<file path="src/rtl/serial_readout_master.sv">
// Readout master for the decimation filter's serial port: on a new_data fall it opens
// a cs_n frame, clocks WIDTH bits in MSB-first on sclk rises and strobes the parallel word.
module serial_readout_master #(
  parameter int WIDTH     = 12,
  parameter int HALF      = 5,
  parameter int START_DLY = 4
) (
  input  logic             clk,
  input  logic             rst_n,
  input  logic             en,
  input  logic             new_data,
  input  logic             serial_data_in,
  output logic             cs_n,
  output logic             sclk,
  output logic [WIDTH-1:0] data_out,
  output logic             data_valid,
  output logic             overrun
);

  localparam int MAXC = (HALF > START_DLY) ? HALF : START_DLY;
  localparam int CW   = (MAXC > 1) ? $clog2(MAXC) : 1;
  localparam int BW   = (WIDTH > 2) ? $clog2(WIDTH) : 1;

  localparam logic [2:0] S_IDLE  = 3'd0;
  localparam logic [2:0] S_WAIT  = 3'd1;
  localparam logic [2:0] S_SETUP = 3'd2;
  localparam logic [2:0] S_HIGH  = 3'd3;
  localparam logic [2:0] S_LOW   = 3'd4;
  localparam logic [2:0] S_HOLD  = 3'd5;

  logic [2:0]       state_q, state_d;
  logic [CW-1:0]    cnt_q, cnt_d;
  logic [BW-1:0]    bit_q, bit_d;
  logic [WIDTH-1:0] sr_q, sr_d;
  logic [WIDTH-1:0] do_q, do_d;
  logic             cs_q, cs_d;
  logic             sclk_q, sclk_d;
  logic             dv_q, dv_d;
  logic             ov_q, ov_d;
  logic             nd_q;
  logic             trig;
  logic             busy;
  logic             cnt_done;

  assign trig     = nd_q & ~new_data;
  // The data_valid cycle still counts as busy so a trigger there is reported, not taken.
  assign busy     = (state_q != S_IDLE) | dv_q;
  assign cnt_done = (cnt_q == '0);

  always_comb begin
    state_d = state_q;
    cnt_d   = cnt_q;
    bit_d   = bit_q;
    sr_d    = sr_q;
    do_d    = do_q;
    cs_d    = cs_q;
    sclk_d  = sclk_q;
    dv_d    = 1'b0;
    ov_d    = trig & busy;
    case (state_q)
      S_IDLE: begin
        if (trig && !busy && en) begin
          state_d = S_WAIT;
          cnt_d   = CW'(START_DLY - 1);
        end
      end
      S_WAIT: begin
        if (cnt_done) begin
          cs_d    = 1'b0;
          state_d = S_SETUP;
          cnt_d   = CW'(HALF - 1);
        end else begin
          cnt_d = cnt_q - 1'b1;
        end
      end
      S_SETUP: begin
        if (cnt_done) begin
          sclk_d  = 1'b1;
          sr_d    = {sr_q[WIDTH-2:0], serial_data_in};
          bit_d   = BW'(WIDTH - 1);
          state_d = S_HIGH;
          cnt_d   = CW'(HALF - 1);
        end else begin
          cnt_d = cnt_q - 1'b1;
        end
      end
      S_HIGH: begin
        if (cnt_done) begin
          sclk_d  = 1'b0;
          state_d = S_LOW;
          cnt_d   = CW'(HALF - 1);
        end else begin
          cnt_d = cnt_q - 1'b1;
        end
      end
      S_LOW: begin
        if (cnt_done) begin
          cnt_d = CW'(HALF - 1);
          if (bit_q != '0) begin
            sclk_d  = 1'b1;
            sr_d    = {sr_q[WIDTH-2:0], serial_data_in};
            bit_d   = bit_q - 1'b1;
            state_d = S_HIGH;
          end else begin
            state_d = S_HOLD;
          end
        end else begin
          cnt_d = cnt_q - 1'b1;
        end
      end
      S_HOLD: begin
        if (cnt_done) begin
          cs_d    = 1'b1;
          do_d    = sr_q;
          dv_d    = 1'b1;
          state_d = S_IDLE;
        end else begin
          cnt_d = cnt_q - 1'b1;
        end
      end
      default: begin
        state_d = S_IDLE;
        cs_d    = 1'b1;
        sclk_d  = 1'b0;
      end
    endcase
  end

  always_ff @(posedge clk or negedge rst_n) begin
    if (!rst_n) begin
      state_q <= S_IDLE;
      cnt_q   <= '0;
      bit_q   <= '0;
      sr_q    <= '0;
      do_q    <= '0;
      cs_q    <= 1'b1;
      sclk_q  <= 1'b0;
      dv_q    <= 1'b0;
      ov_q    <= 1'b0;
      nd_q    <= 1'b0;
    end else begin
      state_q <= state_d;
      cnt_q   <= cnt_d;
      bit_q   <= bit_d;
      sr_q    <= sr_d;
      do_q    <= do_d;
      cs_q    <= cs_d;
      sclk_q  <= sclk_d;
      dv_q    <= dv_d;
      ov_q    <= ov_d;
      nd_q    <= new_data;
    end
  end

  assign cs_n       = cs_q;
  assign sclk       = sclk_q;
  assign data_out   = do_q;
  assign data_valid = dv_q;
  assign overrun    = ov_q;

endmodule

</file>
<file path="config.mk">
export PLATFORM = sky130hd
export DESIGN_NAME = serial_readout_master
export DESIGN_NICKNAME = d
export VERILOG_FILES = /design/src/rtl/serial_readout_master.sv
export SDC_FILE = /design/constraint.sdc
export NUM_CORES = 1
export LEC_CHECK = 0
export BUFFER_PORTS_ARGS = -buffer_cell sky130_fd_sc_hd__buf_4
export CAP_MARGIN = 0
export CORE_MARGIN = 8
export CORE_UTILIZATION = 44
export CTS_BUF_LIST = sky130_fd_sc_hd__clkbuf_4 sky130_fd_sc_hd__clkbuf_8
export CTS_CLUSTER_DIAMETER = 50
export DETAILED_ROUTE_END_ITERATION = 6
export SETUP_SLACK_MARGIN = 0.05
export SYNTH_ARGS = -nofsm -noshare
export SYNTH_HDL_FRONTEND = slang
export SYNTH_SLANG_ARGS = --single-unit
</file>
<file path="constraint.sdc">
create_clock -name clk -period 3.56 [get_ports clk]
set_input_delay 0.712 -clock clk [delete_from_list [all_inputs] [get_ports clk]]
set_output_delay 0.712 -clock clk [all_outputs]
set_load 0.005 [all_outputs]
</file>
==> run summary, run 1 <==
## Clocking
• Setup Fix Bufs, Post-CTS: 0
• clock-pin transition on the worst setup and hold timing paths: 80 ps
• number of buffers created by CTS: 5
• clock tree from TritonCTS: yes
• number of hold-repair buffers added at the cts stage: 0
• Clock Tree Buf Depth: 2
• buffer type at the clock tree root: clkbuf_8
• number of clock sinks: 39
• worst skew pair latency: 290 ps
• number of cells upsized or downsized after cts: 0
• H-tree depth: 2

## Layout
• layout overhead on the synthesized area: 13.6%
• Antenna Diode Count: 0
• combined area of the multi-input logic cells: 753 um^2
• most frequent cells in the layout: 38 x dfrtp_1, 24 x mux2_2, 21 x buf_4, 10 x o21ai_0, 7 x clkbuf_8
• share of the core filled with cells: 0.518
• most common library cell in the layout ignoring fill and taps: dfrtp_1
• final layout net count: 170
• area taken by flip-flops and latches: 977 um^2
• number of filler instances in the final layout: 349
• share of post-route cells with drive strength above 1: 0.377

## Power and ir drop
• PwrDens: 684 mW/mm^2
• worst IR drop on VDD: 0.319 mV
• static leakage: 0.999 nW

## Die
• floorplan die area: 0.00646 mm^2
• height of the chip: 80.4 um
• core area: 0.00400 mm^2
• Ports: 21
• floorplan row count: 23
• horizontal extent of the die: 80.4 um
• initial standard-cell utilization of the core: 0.456

## Critical path
• Worst Path Max Fanout: 13
• count of buffer and inverter cells on the critical path: 1
• Critical Path AT: 2270 ps
• Crit-path slowest cell: and2_1
• delay of the slowest cell on the worst path: 530 ps
• critical setup path kind: reg2reg
• Crit. End Element: flop
• required arrival time at the worst endpoint: 3730 ps
• total stage count of the critical path: 5
• worst reg-to-reg path cell count: 5
• critical-path cell list: inv_1, ha_1, and3b_2, and2_1, mux2_2
• critical path startpoint category: flop
• reg2reg setup slack: 1460 ps
• cell family contributing the most delay on the critical path: simple AND/OR/NAND/NOR gates

## Synthesis
• warnings from Yosys: 0
• count of different cell masters after synthesis: 44
• sequential cell area fraction in the yosys report: 0.536
• Syn Area/Cell: 12.8 um^2
• top cell type by total area after synthesis: dfrtp_1
• share of Yosys cell area claimed by the top area cell type: 0.521
• Post-Synth Simple-Gate Area: 0.114
• Synth async-reset ratio: 1.00
• synthesized netlist net count: 152
• post-synthesis instance area: 0.00182 mm^2
• primary flip-flop cell chosen by synthesis mapping: dfrtp_1
• top post-synthesis cells by area: dfrtp_1 52%, mux2_2 15%, ha_1 2.7%
• flip-flop and latch count after synthesis: 39
• synthesized-area fraction occupied by xor and xnor cells: 0.00960
• dominant combinational cell family by area after synthesis: multiplexers
• synthesized netlist cell count: 143
• mux contribution to synthesized area: 0.163
• adder-cell share of the synthesized area: 0.0274
• count of flip-flops with a built-in enable after synthesis: 0
• complex-gate fraction of the synthesized area: 0.0995

## STA
• Max Slew Vio Count: 0
• max-slew headroom at the worst pin: 0.527
• final setup fails: 0
• crit share post-route: 0.591
• final count of hold timing violations: 0
• Highest Clock Rate: 0.475 GHz
• worst clock skew on the final layout: 10.6 ps
• worst-margin pin slew: 700 ps
• minimum period implied by the final worst setup slack: 2100 ps
• RSZ-0062 raised after global routing: false
• sum of negative setup slack: 0 ps

## Detailed routing
• DRT Pass-1 Iters: 4
• drt total wl: 3540 um
• first-iteration detailed-routing DRC count: 72
• DRC Markers: 0
• routed length per instance: 16.7 um
• via count: 1153
• Via-to-Cell Ratio: 5.44
• post-route antenna net violation count: 0

## Placed design
• placed wire-length estimate after detailed placement: 2410 um
• last weighted congestion value of the routability-driven placer: 0.714
• count of input and output buffers: 20

## Global route
• global router's overall resource usage: 0.120
• largest net degree at the start of global routing: 40
• total congestion overflow: 0
• number of global-route vias before repair: 1273
• global-route wire length before repair: 6070 um
• antenna violations before repair: 0

## Run
• number of max-capacitance violations reported: 0

## Min path
• Tightest Hold Check Type: in2async

## Run status
• status: complete, no violations

state kept, by name, indices dropped and copies added (netlist names):
register,flops
data_out,12
sr_q,12
bit_q,4
cnt_q,3
state_q,3
cs_n,1
data_valid,1
nd_q,1
overrun,1
sclk,1
cell type report:
class                      instances  share of cell area
sequential                        39               0.471
clock buffer                       7              0.0465
clock inverter                     1             0.00362
inverter                           5             0.00905
multi-input combinational         89               0.363
tap                               50              0.0302
timing repair buffer              21              0.0760
stage by stage:
stage	hold slack [ps]	power (mW)	std cells	setup slack [ps]	area [um^2]
2_1_floorplan	416	1.01	143	1580	1820
3_3_place_gp	492	1.06	204	1530	1970
3_5_place_dp	490	1.09	204	1450	1970
4_1_cts	391	1.43	212	1430	2070
5_1_grt	401	1.52	212	1350	2070
6_report	376	1.42	212	1460	2070
cell families after synthesis:
logic type,after synthesis
flip-flops,39
AO/OA/AOI/OAI,27
buffers and inverters,15
adder cells (fa/ha/maj),4
XOR/XNOR,2
multiplexers,26
AND/OR/NAND/NOR,30
Yosys cell counts (2+ instances only):
cell type	n
ha_1	4
nor2b_1	3
o21ai_0	10
dfrtp_1	38
inv_1	5
a21oi_1	4
nand2_1	6
nor3_1	2
mux2_2	24
nor3b_1	2
nor2_1	3
xnor2_1	2
clkbuf_1	4
buf_6	3
nand2b_1	3
or3_1	2
metal layers:
metal  vias up  wire (um)  global-route usage
met5         -          0                   0
met4         0         36              0.0491
met3         4        116              0.0368
met2        15       1830               0.200
met1       593       1560               0.140
li1        541          -                   -
report_power, final:
part	leakage, nW	switching [mW]	internal [mW]
clock network	0.0505	0.150	0.176
registers	0.517	0.120	0.520
logic	0.432	0.219	0.233
final timing paths:
kind	to	startpoint
min	cnt_q[1]	rst_n
max reg2reg	data_out[3]	cnt_q[0]
max in group asynchronous	cs_n	rst_n
min in group clk	sr_q[11]	sr_q[11]
max	data_out[3]	cnt_q[0]
min reg2reg	sr_q[11]	sr_q[11]
No activity file was read; power rests on OpenSTA's default activity.
==> inputs of run 2 (changes only) <==
--- a/config.mk
+++ b/config.mk
@@ -12,6 +12,7 @@
 export CTS_BUF_LIST = sky130_fd_sc_hd__clkbuf_4 sky130_fd_sc_hd__clkbuf_8
 export CTS_CLUSTER_DIAMETER = 50
 export DETAILED_ROUTE_END_ITERATION = 6
+export PLACE_DENSITY = 0.65
 export SETUP_SLACK_MARGIN = 0.05
 export SYNTH_ARGS = -nofsm -noshare
 export SYNTH_HDL_FRONTEND = slang
==> constraint.sdc (replaced) <==
create_clock -name clk -period 1.8 [get_ports clk]
set_input_delay 0.36 -clock clk [delete_from_list [all_inputs] [get_ports clk]]
set_output_delay 0.36 -clock clk [all_outputs]
set_load 0.005 [all_outputs]
==> run summary, run 2 (synthesis gave the netlist of run 1 again) <==
## Clocking
• clock-pin transition on the worst setup and hold timing paths: 80 ps, about the same
• H-tree depth: 2, unchanged
• clock tree from TritonCTS: yes, unchanged
• Clock Tree Buf Depth: 2, unchanged
• buffer type at the clock tree root: clkbuf_8, unchanged
• number of buffers created by CTS: 5, unchanged
• number of clock sinks: 39, unchanged
• worst skew pair latency: 290 ps, about the same

## Global route
• largest net degree at the start of global routing: 40, unchanged
• total congestion overflow: 0, unchanged
• global-route wire length before repair: 6280 um, was 6070 um
• global router's overall resource usage: 0.125, was 0.120
• number of global-route vias before repair: 1283, was 1273
• antenna violations before repair: 0, unchanged

## Layout
• most frequent cells in the layout: 38 x dfrtp_1, 37 x buf_4, 14 x mux2_2, 12 x mux2_4, 10 x o21ai_0, was 38 x dfrtp_1, 24 x mux2_2, 21 x buf_4, 10 x o21ai_0, 7 x clkbuf_8
• Antenna Diode Count: 0, unchanged
• number of filler instances in the final layout: 321, was 349
• Layout Cell Area excl Fill: 0.00239 mm^2, was 0.00207 mm^2
• share of the core filled with cells: 0.596, was 0.518
• final layout net count: 191, was 170
• layout overhead on the synthesized area: 30.8%, was 13.6%
• share of post-route cells with drive strength above 1: 0.503, was 0.377
• most common library cell in the layout ignoring fill and taps: dfrtp_1, unchanged

## Critical path
• Worst Path Max Fanout: 7, was 13
• cell occurring most often along the worst timing path: buf_12
• required arrival time at the worst endpoint: 1980 ps, was 3730 ps
• critical-path cell list: inv_2, ha_4, nand2b_4, nor4_4, buf_12, buf_12, mux2_4, was inv_1, ha_1, and3b_2, and2_1, mux2_2
• Critical Path AT: 1970 ps, was 2270 ps
• delay of the slowest cell on the worst path: 400 ps, was 530 ps
• Crit-path slowest cell: dfrtp_1, was and2_1
• startpoint of the most critical setup path: cnt_q[0], unchanged
• critical setup path kind: reg2reg, unchanged
• beginning of the worst register-to-register path: cnt_q[0], unchanged
• Crit. End Element: flop, unchanged
• critical path startpoint category: flop, unchanged

## STA
• final setup fails: 0, unchanged
• RSZ-0062 raised after global routing: true, was false
• Post-Route Hold Slack: 18.8 ps, was 376 ps
• minimum period implied by the final worst setup slack: 1780 ps, was 2100 ps
• crit share post-route: 0.990, was 0.591
• final count of hold timing violations: 0, unchanged
• worst-margin pin slew: 570 ps, was 700 ps
• max-slew headroom at the worst pin: 0.619, was 0.527
• sum of negative setup slack: 0 ps, unchanged
• Highest Clock Rate: 0.561 GHz, was 0.475 GHz
• Max Slew Vio Count: 0, unchanged
• worst clock skew on the final layout: 7.39 ps, was 10.6 ps

## Detailed routing
• post-route antenna net violation count: 0, unchanged
• via count: 1242, was 1153
• routed length per instance: 16.5 um, was 16.7 um
• DRT Pass-1 Iters: 4, unchanged
• first-iteration detailed-routing DRC count: 56, was 72
• DRC Markers: 0, unchanged
• drt total wl: 3830 um, was 3540 um
• Via-to-Cell Ratio: 5.33, was 5.44

## Power and ir drop
• static leakage: 1.15 nW, was 0.999 nW
• portion of total power attributed to combinational logic: 0.414, was 0.319
• worst IR drop on VDD: 0.714 mV, was 0.319 mV
• register share of total power: 0.362, was 0.451
• switching part of the total: 0.336, was 0.345
• internal power consumption: 2.18 mW, was 0.929 mW
• Net Switching: 1.10 mW, was 0.489 mW
• part of the total power dissipated in the clock network: 0.224, was 0.230
• PwrDens: 1370 mW/mm^2, was 684 mW/mm^2

## Die
• horizontal extent of the die: 80.4 um, unchanged
• floorplan row count: 23, unchanged
• initial standard-cell utilization of the core: 0.456, unchanged
• Ports: 21, unchanged
• height of the chip: 80.4 um, unchanged
• core area: 0.00400 mm^2, unchanged
• floorplan die area: 0.00646 mm^2, unchanged

## Placed design
• count of input and output buffers: 20, unchanged
• last weighted congestion value of the routability-driven placer: 0.775, was 0.714
• total cell area at the placement stage: 0.00208 mm^2, was 0.00197 mm^2
• placed wire-length estimate after detailed placement: 2320 um, was 2410 um

## Run status
• status: complete, no violations, unchanged

## Run
• number of max-capacitance violations reported: 0, unchanged

## Min path
• Tightest Hold Check Type: in2async, unchanged

[run 2: cell type report]
type | count | area, um^2 | area share
flip-flops and latches | 39 | 977 | 0.410
multi-input cells | 89 | 846 | 0.354
repair buffers | 42 | 369 | 0.155
clock buffers | 5 | 68.8 | 0.0288
well taps | 50 | 62.6 | 0.0262
clock inverters | 3 | 43.8 | 0.0184
inverters | 5 | 18.8 | 0.00787
[run 2: final timing paths]
kind                                     to  slack (ps)  depth (start not counted)
worst max-delay path               sr_q[10]          20                          7
min in group clk                       nd_q         200                          1
worst max register to register     sr_q[10]          20                          7
worst min-delay path             state_q[0]          20                          1
worst min register to register  data_out[7]         510                          1
max in group asynchronous              cs_n        1420                          1
[run 2: critical path, delay by kind of cell, from the launching register on]
family / cells / cell delay (ps)
adders and majority gates: 1 / 160
buffers and inverters: 3 / 390
DFF: 1 / 400
muxes: 1 / 300
and+or+nand+nor: 2 / 410
[run 2: power by group through the flow]
stage	Sequential [mW]	Clock [mW]	Combinational (mW)
floorplan	1.14	0	0.897
global placement	1.19	0	1.05
detailed placement	1.19	0	1.09
CTS	1.18	0.763	1.26
global route	1.21	0.792	1.49
finish	1.19	0.734	1.36
[run 2: layer usage]
layer,vias to the layer above,global-route usage,part of all wire
li1,590,-,-
met1,616,0.150,0.43
met2,24,0.199,0.50
met3,12,0.0368,0.043
met4,0,0.0618,0.030
met5,-,0,0
[run 2: timing repair]
item | 4_1_cts | 5_1_grt
buffers inserted | 10 | 4
gates resized for setup | 12 | 6
pin swaps | 2 | 1
hold buffers | 0 | 0
endpoints found under the setup margin | 6 | 28
[run 2: through the flow]
step	cells	power [mW]	setup slack [ps]
floorplan	143	2.04	-87.0
global placement	211	2.24	117
detailed placement	211	2.28	51.2
CTS	229	3.20	37.5
global route	233	3.49	-89.8
finish	233	3.28	17.6
==> inputs of run 3 (changes only) <==
--- a/config.mk
+++ b/config.mk
@@ -9,9 +9,9 @@
 export CAP_MARGIN = 0
 export CORE_MARGIN = 8
 export CORE_UTILIZATION = 44
-export CTS_BUF_LIST = sky130_fd_sc_hd__clkbuf_4 sky130_fd_sc_hd__clkbuf_8
 export CTS_CLUSTER_DIAMETER = 50
 export DETAILED_ROUTE_END_ITERATION = 6
+export MAX_ROUTING_LAYER = met4
 export PLACE_DENSITY = 0.65
 export SETUP_SLACK_MARGIN = 0.05
 export SYNTH_ARGS = -nofsm -noshare
==> run summary, run 3 (synthesis gave the netlist of run 1 again) <==
## Critical path
• critical setup path kind: reg2reg, unchanged
• Critical Path AT: 1960 ps, was 1970 ps
• Crit. End Element: flop, unchanged
• beginning of the worst register-to-register path: cnt_q[0], unchanged
• required arrival time at the worst endpoint: 1980 ps, about the same
• worst reg-to-reg path cell count: 7, unchanged
• delay of the slowest cell on the worst path: 400 ps, about the same
• startpoint of the most critical setup path: cnt_q[0], unchanged
• critical path startpoint category: flop, unchanged
• critical-path cell list: inv_2, ha_4, nand2b_4, nor4_4, buf_12, buf_12, mux2_4, unchanged
• cell occurring most often along the worst timing path: buf_12, unchanged
• Worst Path Max Fanout: 7, unchanged
• Crit-path slowest cell: dfrtp_1, unchanged

## Global route
• antenna violations before repair: 0, unchanged
• global router's overall resource usage: 0.129, was 0.125
• met1 Track Usage GR: 0.153, was 0.150
• GRT busiest layer: met2, unchanged
• global-route wire length before repair: 6290 um, was 6280 um
• M3 GR Usage: 0.0324, was 0.0368
• total congestion overflow: 0, unchanged
• largest net degree at the start of global routing: 40, unchanged
• met2 global-route usage: 0.199, unchanged
• number of global-route vias before repair: 1282, was 1283

## STA
• RSZ-0062 raised after global routing: true, unchanged
• worst clock skew on the final layout: 7.08 ps, was 7.39 ps
• minimum period implied by the final worst setup slack: 1780 ps, about the same
• Max Slew Vio Count: 0, unchanged
• crit share post-route: 0.989, was 0.990
• Highest Clock Rate: 0.562 GHz, was 0.561 GHz
• worst-margin pin slew: 570 ps, about the same
• final count of hold timing violations: 0, unchanged
• final setup fails: 0, unchanged
• max-slew headroom at the worst pin: 0.619, about the same
• final setup margin: 19.6 ps, was 17.6 ps

## Power and ir drop
• static leakage: 1.15 nW, unchanged
• portion of total power attributed to combinational logic: 0.414, about the same
• part of the total power dissipated in the clock network: 0.223, was 0.224
• worst IR drop on VDD: 0.710 mV, was 0.714 mV
• switching part of the total: 0.334, was 0.336
• Net Switching: 1.09 mW, was 1.10 mW
• register share of total power: 0.363, was 0.362
• PwrDens: 1370 mW/mm^2, about the same
• total power: 3.27 mW, was 3.28 mW
• internal power consumption: 2.18 mW, about the same

## Layout
• Antenna Diode Count: 0, unchanged
• layout overhead on the synthesized area: 30.8%, unchanged
• most frequent cells in the layout: 38 x dfrtp_1, 37 x buf_4, 14 x mux2_2, 12 x mux2_4, 10 x o21ai_0, unchanged
• final layout net count: 191, unchanged
• number of filler instances in the final layout: 321, unchanged
• most common library cell in the layout ignoring fill and taps: dfrtp_1, unchanged
• count of placed standard cells in the final layout, fillers left out: 233, unchanged
• share of post-route cells with drive strength above 1: 0.503, unchanged
• share of the core filled with cells: 0.596, unchanged

## Clocking
• number of hold-repair buffers added at the cts stage: 0, unchanged
• clock tree from TritonCTS: yes, unchanged
• number of clock sinks: 39, unchanged
• clock-pin transition on the worst setup and hold timing paths: 80 ps, about the same
• Clock Tree Buf Depth: 2, unchanged
• number of buffers created by CTS: 5, unchanged
• worst skew pair latency: 290 ps, about the same
• buffer type at the clock tree root: clkbuf_8, unchanged
• H-tree depth: 2, unchanged

## Die
• horizontal extent of the die: 80.4 um, unchanged
• floorplan row count: 23, unchanged
• initial standard-cell utilization of the core: 0.456, unchanged
• height of the chip: 80.4 um, unchanged
• core area: 0.00400 mm^2, unchanged
• Ports: 21, unchanged
• floorplan die area: 0.00646 mm^2, unchanged

## Run status
• status: complete, no violations, unchanged

## Placed design
• count of input and output buffers: 20, unchanged
• last weighted congestion value of the routability-driven placer: 0.785, was 0.775
• placed wire-length estimate after detailed placement: 2320 um, unchanged
• total placed cells including tap cells: 211, unchanged
• DP Worst Slack: 51.2 ps, unchanged

## Detailed routing
• DRC Markers: 0, unchanged
• first-iteration detailed-routing DRC count: 56, unchanged
• DRT Pass-1 Iters: 4, unchanged
• post-route antenna net violation count: 0, unchanged
• routed length per instance: 16.4 um, was 16.5 um
• via count: 1241, was 1242
• drt total wl: 3810 um, was 3830 um
• Via-to-Cell Ratio: 5.33, about the same

## Run
• number of max-capacitance violations reported: 0, unchanged

## Min path
• Tightest Hold Check Type: in2async, unchanged

==> run 3: power groups by stage <==
stage | clock [mW] | sequential (mW) | combinational [mW]
floorplan | 0 | 1.14 | 0.897
global placement | 0 | 1.19 | 1.05
detailed placement | 0 | 1.19 | 1.09
CTS | 0.763 | 1.18 | 1.26
global route | 0.792 | 1.21 | 1.49
finish | 0.731 | 1.19 | 1.35
==> run 3: layout make-up <==
| cell class | count | area [um^2] | area share |
|---|---|---|---|
| Clock buffer | 5 | 68.8 | 0.0288 |
| Timing Repair Buffer | 42 | 369 | 0.155 |
| Tap cell | 50 | 62.6 | 0.0262 |
| Clock inverter | 3 | 43.8 | 0.0184 |
| Sequential cell | 39 | 977 | 0.410 |
| Inverter | 5 | 18.8 | 0.00787 |
| Multi-Input combinational cell | 89 | 846 | 0.354 |
==> run 3: per-stage QoR <==
stage	area (um^2)	hold slack (ps)	setup TNS, ps
2_1_floorplan	1860	64.4	-528
6_report	2390	19.3	0
4_1_cts	2330	37.1	0
3_3_place_gp	2080	357	0
3_5_place_dp	2080	362	0
5_1_grt	2390	57.0	-649
==> run 3: repair_timing <==
| item | CTS | global route |
|---|---|---|
| pin swaps | 2 | 1 |
| gates resized for setup | 12 | 6 |
| endpoints found under the setup margin | 6 | 28 |
| buffers inserted | 10 | 4 |
==> run 3: worst max-delay path, delay by kind of cell, from the launching register on <==
family / cells / cell delay, ps
fa+ha+maj: 1 / 160
buf+inv: 3 / 390
flops: 1 / 400
mux: 1 / 300
simple gates: 2 / 410
==> run 3: per-layer routing <==
layer,up-vias,wire length (um)
met5,-,0
met4,0,114
met3,12,130
met2,24,1920
met1,615,1640
li1,590,-
==> run 3: worst paths after layout <==
path                               end  slack (ps)
min in group clk                  nd_q         200
setup / recovery              sr_q[10]          20
hold / removal              state_q[2]          20
max in group asynchronous         cs_n        1410
setup reg to reg              sr_q[10]          20
hold reg to reg            data_out[7]         510
